[config.mk]
export PLATFORM = sky130hd
export DESIGN_NAME = stack_reverser
export DESIGN_NICKNAME = d
export VERILOG_FILES = /design/src/rtl/stack_pkg.sv /design/src/rtl/stack_reverser.sv
export SDC_FILE = /design/constraint.sdc
export NUM_CORES = 1
export LEC_CHECK = 0
export BUFFER_PORTS_ARGS = -buffer_cell sky130_fd_sc_hd__buf_2
export CAP_MARGIN = 20
export CORE_UTILIZATION = 30
export DETAILED_ROUTE_END_ITERATION = 16
export PLACE_DENSITY = 0.62
export SYNTH_ARGS = -nofsm -noshare
export SYNTH_HDL_FRONTEND = slang
export SYNTH_SLANG_ARGS = --single-unit
[constraint.sdc]
create_clock -name clk -period 2.43 [get_ports clk]
set_input_delay 0.1215 -clock clk [delete_from_list [all_inputs] [get_ports clk]]
set_output_delay 0.1215 -clock clk [all_outputs]
set_load 0.02 [all_outputs]
[src/rtl/stack_pkg.sv]
// Shared definitions for the stack reverser: FSM encoding, default sizes and
// the count-width helper.
package stack_pkg;

  typedef enum logic [1:0] {
    FILL = 2'd0,
    POP  = 2'd1,
    CAP  = 2'd2,
    HOLD = 2'd3
  } state_e;

  localparam int DEF_WIDTH = 8;
  localparam int DEF_DEPTH = 8;

  function automatic int cnt_width(input int depth);
    return $clog2(depth + 1);
  endfunction

endpackage

[src/rtl/stack_reverser.sv]
// Frame reverser driving an external push/pop LIFO: fills it from the input
// stream, then pops one word per 3 cycles onto the output stream.
// Optional STACK_REVERSER_STATUS_EN adds sticky err and seg pulse outputs.
module stack_reverser
  import stack_pkg::*;
#(
  parameter int WIDTH = DEF_WIDTH,
  parameter int DEPTH = DEF_DEPTH
) (
  input  logic             clk,
  input  logic             rst,
  input  logic             s_valid,
  output logic             s_ready,
  input  logic [WIDTH-1:0] s_data,
  input  logic             s_last,
  output logic             m_valid,
  input  logic             m_ready,
  output logic [WIDTH-1:0] m_data,
  output logic             m_last,
  output logic             stk_push,
  output logic             stk_pop,
  output logic [WIDTH-1:0] stk_din,
  input  logic [WIDTH-1:0] stk_dout,
  input  logic             stk_empty,
  input  logic             stk_full
`ifdef STACK_REVERSER_STATUS_EN
  ,
  output logic             err,
  output logic             seg
`endif
);

  localparam int CW = cnt_width(DEPTH);
  localparam logic [CW-1:0] DEPTH_C = CW'(DEPTH);
  localparam logic [CW-1:0] ONE_C   = CW'(1);

  state_e           state_q, state_d;
  logic [CW-1:0]    cnt_q, cnt_d;
  logic             m_valid_q, m_valid_d;
  logic             m_last_q, m_last_d;
  logic [WIDTH-1:0] m_data_q, m_data_d;
  logic             stk_pop_q, stk_pop_d;

  always_comb begin
    state_d   = state_q;
    cnt_d     = cnt_q;
    m_valid_d = m_valid_q;
    m_last_d  = m_last_q;
    m_data_d  = m_data_q;
    s_ready   = 1'b0;
    stk_push  = 1'b0;
    case (state_q)
      FILL: begin
        s_ready  = ~stk_full & (cnt_q < DEPTH_C);
        stk_push = s_valid & s_ready;
        if (stk_push) begin
          cnt_d = cnt_q + ONE_C;
          // A full segment closes the frame even without s_last.
          if (s_last || (cnt_q == DEPTH_C - ONE_C)) state_d = POP;
        end
      end
      POP: state_d = CAP;
      CAP: begin
        m_data_d  = stk_dout;
        m_valid_d = 1'b1;
        m_last_d  = (cnt_q == ONE_C);
        cnt_d     = cnt_q - ONE_C;
        state_d   = HOLD;
      end
      HOLD: begin
        if (m_ready) begin
          m_valid_d = 1'b0;
          state_d   = m_last_q ? FILL : POP;
        end
      end
      default: state_d = FILL;
    endcase
    stk_pop_d = (state_d == POP);
  end

  always_ff @(posedge clk or posedge rst) begin
    if (rst) begin
      state_q   <= FILL;
      cnt_q     <= '0;
      m_valid_q <= 1'b0;
      m_last_q  <= 1'b0;
      m_data_q  <= '0;
      stk_pop_q <= 1'b0;
    end else begin
      state_q   <= state_d;
      cnt_q     <= cnt_d;
      m_valid_q <= m_valid_d;
      m_last_q  <= m_last_d;
      m_data_q  <= m_data_d;
      stk_pop_q <= stk_pop_d;
    end
  end

  assign m_valid = m_valid_q;
  assign m_last  = m_last_q;
  assign m_data  = m_data_q;
  assign stk_pop = stk_pop_q;
  assign stk_din = s_data;

`ifdef STACK_REVERSER_STATUS_EN
  logic err_q, err_d;

  always_comb begin
    err_d = err_q;
    if ((state_q == POP) && stk_empty) err_d = 1'b1;
    if ((state_q == FILL) && stk_full && (cnt_q < DEPTH_C)) err_d = 1'b1;
  end

  always_ff @(posedge clk or posedge rst) begin
    if (rst) err_q <= 1'b0;
    else     err_q <= err_d;
  end

  assign err = err_q;
  assign seg = (state_q == FILL) & stk_push & ~s_last & (cnt_q == DEPTH_C - ONE_C);
`endif

endmodule

* Word-level counts from Yosys, hierarchy flattened
Index checks and enable logic that the tools add are counted.
** Cells by class
- Add/sub/neg operators :: 2
- $lt $le $gt $ge :: 1
- Equal/unequal tests :: 8
- Multiplexer cells :: 11
- Bitwise gates (word level) :: 3
- Reductions and logical operators :: 6
** Operators with widths (number)
- $pmux 2 s4 :: 1
- $pmux 4 s2 :: 1
- $mux 2 :: 3
- $add 4x1->4 const B :: 1
- $eq 2x1->1 const B :: 2
- $eq 2x2->1 const B :: 2
- $eq 4x1->1 const B :: 1
- $eq 4x3->1 const B :: 1
- $lt 4x4->1 const B :: 1
- $mux 1 :: 4
- $mux 4 :: 1
- $ne 2x2->1 const B :: 2
- $reduce_and 2->1 :: 2
- $reduce_bool 2->1 :: 2
- $sub 4x1->4 const B :: 1
- $and 1x1->1 :: 2
- $logic_not 2->1 :: 1
- $pmux 1 s2 :: 1
- $logic_or 1x1->1 :: 1
- $not 1->1 :: 1
** Storage, ports and cells
- Register bits :: 17
- Input port bits :: 23
- Word-level logic and storage cells :: 37

* Depth between registers and ports, before layout
- Depth in word-level cells :: 6
- Mapped depth :: 6

* Least setup slack after synthesis
OpenSTA, ideal clock, no wires.
- Kind :: register to register
- Start :: register cnt_q[3]
- End :: register cnt_q[3]
- Setup time :: 125 ps
- Arrival :: 1554 ps
- Required time :: 2305 ps
- Slack :: 751 ps
- Cell stages (with the launch flop) :: 5
- Path buffers :: 0
- Path through :: dfrtp_1 -> nor4_2 -> and2_2 -> a41oi_2 -> xnor2_1
** Between the ends
- Cells in the longest elaborated chain, start to end :: 5
** Ends and longest elaborated chain
- start: declaration :: line stack_reverser.sv:38 : logic [CW-1:0] cnt_q, cnt_d;
- start signal: assignment :: line stack_reverser.sv:91 : cnt_q <= cnt_d;
- $lt 4x4->1 :: line stack_reverser.sv:54 : s_ready = ~stk_full & (cnt_q < DEPTH_C);
- $and 1x1->1 :: line stack_reverser.sv:54
- $and 1x1->1 :: line stack_reverser.sv:55 : stk_push = s_valid & s_ready;
- $ne 2x2->1 (no source line)
- $reduce_and 2->1 (no source line)
Several ways; a longest one is shown, not always the timed one. The select of a mux whose other input is x is not followed.
A chain may end at the register's enable or synchronous reset.

* Final worst setup path
- Start :: register state_q[1]
- End :: register cnt_q[3]
** Between the ends
- Cells in the longest elaborated chain, start to end :: 3
** Ends and longest elaborated chain
- start: declaration :: line stack_reverser.sv:37 : state_e state_q, state_d;
- start signal: assignment :: line stack_reverser.sv:90 : state_q <= state_d;
- $eq 2x2->1 or $logic_not 2->1 (tied branches) :: line stack_reverser.sv:52 : case (state_q)
- $reduce_bool 2->1 (no source line) or $ne 2x2->1 (tied branches)
- $reduce_and 2->1 (no source line)
Several ways; a longest one is shown, not always the timed one.

==> flow_summary.ini <==
[status]
run_status = completed

[run]
max_cap_viol_count = 0

[grt]
grt_pass1_wl_um = 2891
gr-max-usage-layer = met2
grt_usage = 0.1186
grt-ovfl-total = 0
via_count_of_the_first_global_routing_pass = 674
grt_start_max_net_pins = 18
grtUsageMet2 = 0.1859
antenna_violations_before_repair = 0
grt_use_met3 = 0.03747
fraction_of_met1_tracks_used_by_global_routing = 0.1461

[layout]
drive_above_1_share = 0.2832
antennaDiodeCount = 0
p_r_area_growth_vs_syn_pct = 14.91
nNetsFinal = 140
finalNonFillerCells = 144

[critical_path]
worstSetupStartpoint = state_q[1]$_DFF_PP0_
critical_path_required_ns = 2.60
timing.critical_path.from_type = flip-flop
reg_to_reg_slack_setup_ns = 0.81
worst_ep_arrival_time_ns = 1.79
crit_fanout = 14
worst_r2r_path_depth = 4
endpoint_kind = flip-flop
critical_path.reg2reg.startpoint = state_q[1]$_DFF_PP0_
worstReg2RegEnd = cnt_q[3]$_DFFE_PP0P_
setup.worst_path.class = reg2reg

[timing]
finalHoldViolCount = 0
timing.final.max_slew_violations = 0
rsz0062_at_grt = no
fmaxAchievable_mhz = 617.0
fin_setup_tns_ns = 0
timing.clock.skew_ns = 0.002928
layout_min_cycle_time_ns = 1.621
finalSetupViolations = 0
worst_pin_slew_ns = 0.6462
post-route-period-util = 0.6670
max-slew-margin-rel = 0.5687

[floorplan]
std_cell_rows = 19
fp.coreArea_um2 = 2734
pin_count = 44
initial_core_util = 0.3130
fp.dieH_um = 55.41
die_width_um = 55.41
dieArea_um2 = 3070

[route]
firstDrtPassIters = 3
remaining_drc_errors = 0
antenna_violating_nets_post_route = 0
vias = 651
drt-wirelength-per-cell_um = 11.18
number_of_drc_markers_after_the_initial_detailed_route_iteration = 40
vias_per_cell = 4.521
wirelength_um = 1610

[pwr]
worst_ir_drop_vdd_v = 0.0005905
intPower_w = 0.0006920
power.share.clock = 0.118
switching_power_w = 0.0005577
power_leakage_nw = 0.5187
power.share.switching = 0.4463
power_density_nw_per_um2 = 1271
sequential_power_share = 0.453
p_comb_frac = 0.429

[hold_path]
hold_depth = 3
timing.hold.worst.class = in2reg
min_from = stk_dout[7]
whs_endpoint = m_data[7]$_DFFE_PP0P_

[placement]
numPortBuffers = 26
place_inst = 139
dp_hpwl_um = 1237
globalplace.congestion = 0.7102

[logic_synthesis]
ys_types = 27
post_synthesis_instance_total = 94
postSynthNetCount = 120
syn-mean-instance-area_um2 = 9.104
synth_compound_gate_area_share = 0.07602
synth_top_cell_by_area = dfrtp_1
synth-warning-count = 0
synthDominantCellAreaShare = 0.4971
syn_area_um2 = 855.8
synth.area.top_cells = dfrtp_1 50%, nand2_1 14%, buf_4 7.0%
ys_seq_area_frac = 0.4971
synth_seq_cells = 17
post_synth_mux_area_share = 0
synth_simple_gate_area_share = 0.2442
synth_adder_area_share = 0.04386
post_synth_xor_area_fraction = 0.03070
dominant_combinational_cell_family_by_area_after_synthesis = simple AND/OR/NAND/NOR gates

[clock_network]
tritoncts_clock_tree = built
clock-root-buffer = clkbuf_4
numCtsBuffers = 3
cts.htree.levels = 1
clkSinkCount = 17
clkLatencyLatePin_ns = 0.28
clkTransAtPathRegs_ns = 0.10
cts_max_path_buffers = 2
[cells in the final DEF, fill, tap and decap left out]
| cell | n |
|---|---|
| o21ai_0 | 2 |
| nand4b_1 | 1 |
| nand3b_1 | 1 |
| nor3b_1 | 1 |
| ha_1 | 3 |
| o211ai_1 | 1 |
| o21a_1 | 1 |
| nand2_1 | 33 |
| clkbuf_4 | 3 |
| and2_2 | 1 |
| nand2b_1 | 1 |
| nor4_2 | 1 |
| a41oi_2 | 1 |
| buf_2 | 26 |
| nor3_1 | 1 |
| nand3_1 | 2 |
| nor2b_1 | 1 |
| dlygate4sd3_1 | 1 |
| nor4_1 | 1 |
| inv_1 | 4 |
| clkbuf_1 | 1 |
| a22o_1 | 1 |
| a21oi_1 | 3 |
| xor2_1 | 1 |
| dfrtp_1 | 17 |
| xnor2_1 | 2 |
| nor2_1 | 2 |
[final cells by class]
class	count	area (um2)
Timing Repair Buffer	27	140.1
Clock buffer	4	26.28
Inverter	4	15.01
Tap cell	31	38.79
Fill cell	279	1750
Multi-Input combinational cell	61	337.8
Sequential cell	17	425.4
[metrics by stage]
| stage | util | cell area (um2) | worst slack, ns | power, W | hold slack (ns) |
|---|---|---|---|---|---|
| finish | 0.3597 | 983.4 | 0.8093 | 0.001250 | 0.02497 |
| global route | 0.3597 | 983.4 | 0.6477 | 0.001376 | 0.02092 |
| CTS | 0.3597 | 983.4 | 0.7688 | 0.001274 | 0.01486 |
| detailed placement | 0.3465 | 947.2 | 0.7821 | 0.001119 | 0.2431 |
| global placement | 0.3465 | 947.2 | 0.8941 | 0.001093 | 0.2312 |
| floorplan | - | 855.8 | 0.7507 | 0.0009720 | 0.04757 |
[how the worst max path moves through the flow]
| stage | end | slack [ns] | cells past startpoint |
|---|---|---|---|
| finish | cnt_q[3]$_DFFE_PP0P_ | 0.81 | 4 |
| global route | cnt_q[3]$_DFFE_PP0P_ | 0.65 | 4 |
| CTS | cnt_q[3]$_DFFE_PP0P_ | 0.77 | 4 |
| detailed placement | cnt_q[3]$_DFFE_PP0P_ | 0.78 | 4 |
| global placement | cnt_q[3]$_DFFE_PP0P_ | 0.89 | 4 |
| floorplan | cnt_q[3]$_DFFE_PP0P_ | 0.75 | 4 |
[synthesized netlist by cell type]
master and instances:
nor3_1 1, and2_2 1, a41oi_2 1, inv_1 4, buf_2 2, o211ai_1 1
nand2b_1 1, xnor2_1 2, nand3b_1 1, nor4_2 1, nor2b_1 1, dfrtp_1 17
xor2_1 1, o21a_1 1, nor3b_1 1, a22o_1 1, ha_1 3, clkbuf_1 1
nand2_1 33, buf_1 1, nor2_1 2, nand4b_1 1, o21ai_0 2, buf_4 8
nor4_1 1, a21oi_1 3, nand3_1 2
[layer usage]
layer	part of all wire	wire (um)	up-vias
li1	-	-	333
met1	0.45	717	288
met2	0.45	731	26
met3	0.093	149	4
met4	0.0075	12	0
met5	0	0	-
[what timing repair did]
action | 4_1_cts | 5_1_grt
endpoints found under the setup margin | 0 | 0
gates resized for setup | 0 | 0
hold buffers | 1 | 0
setup buffers | 0 | 0
hold endpoints to repair | 17 | 0
[cells by family after synthesis]
group | count (synthesis)
xor gates and xnor gates | 3
AOI/OAI and AO/OA | 9
adders and majority gates | 3
DFF | 17
buffers and inverters | 16
and+or+nand+nor | 46
[state kept, by name, summed over array words and instances, names as in the netlist]
name and count:
cnt_q 4, m_data 8, m_last 1, m_valid 1, state_q 2, stk_pop 1
[power groups by stage]
stage	combinational, W	sequential (W)	clock [W]
finish	0.000537	0.000566	0.000147
global route	0.000612	0.000594	0.000170
CTS	0.000547	0.000570	0.000156
detailed placement	0.000544	0.000575	0
global placement	0.000525	0.000568	0
floorplan	0.000340	0.000632	0
[worst max-delay path, stage by stage, from the launching register on]
cell and delay, ns:
dfrtp_1 0.58, nand2b_1 0.35, nor4_1 0.35, a41oi_2 0.08
xnor2_1 0.15
Power figures use the tool's default switching activity.
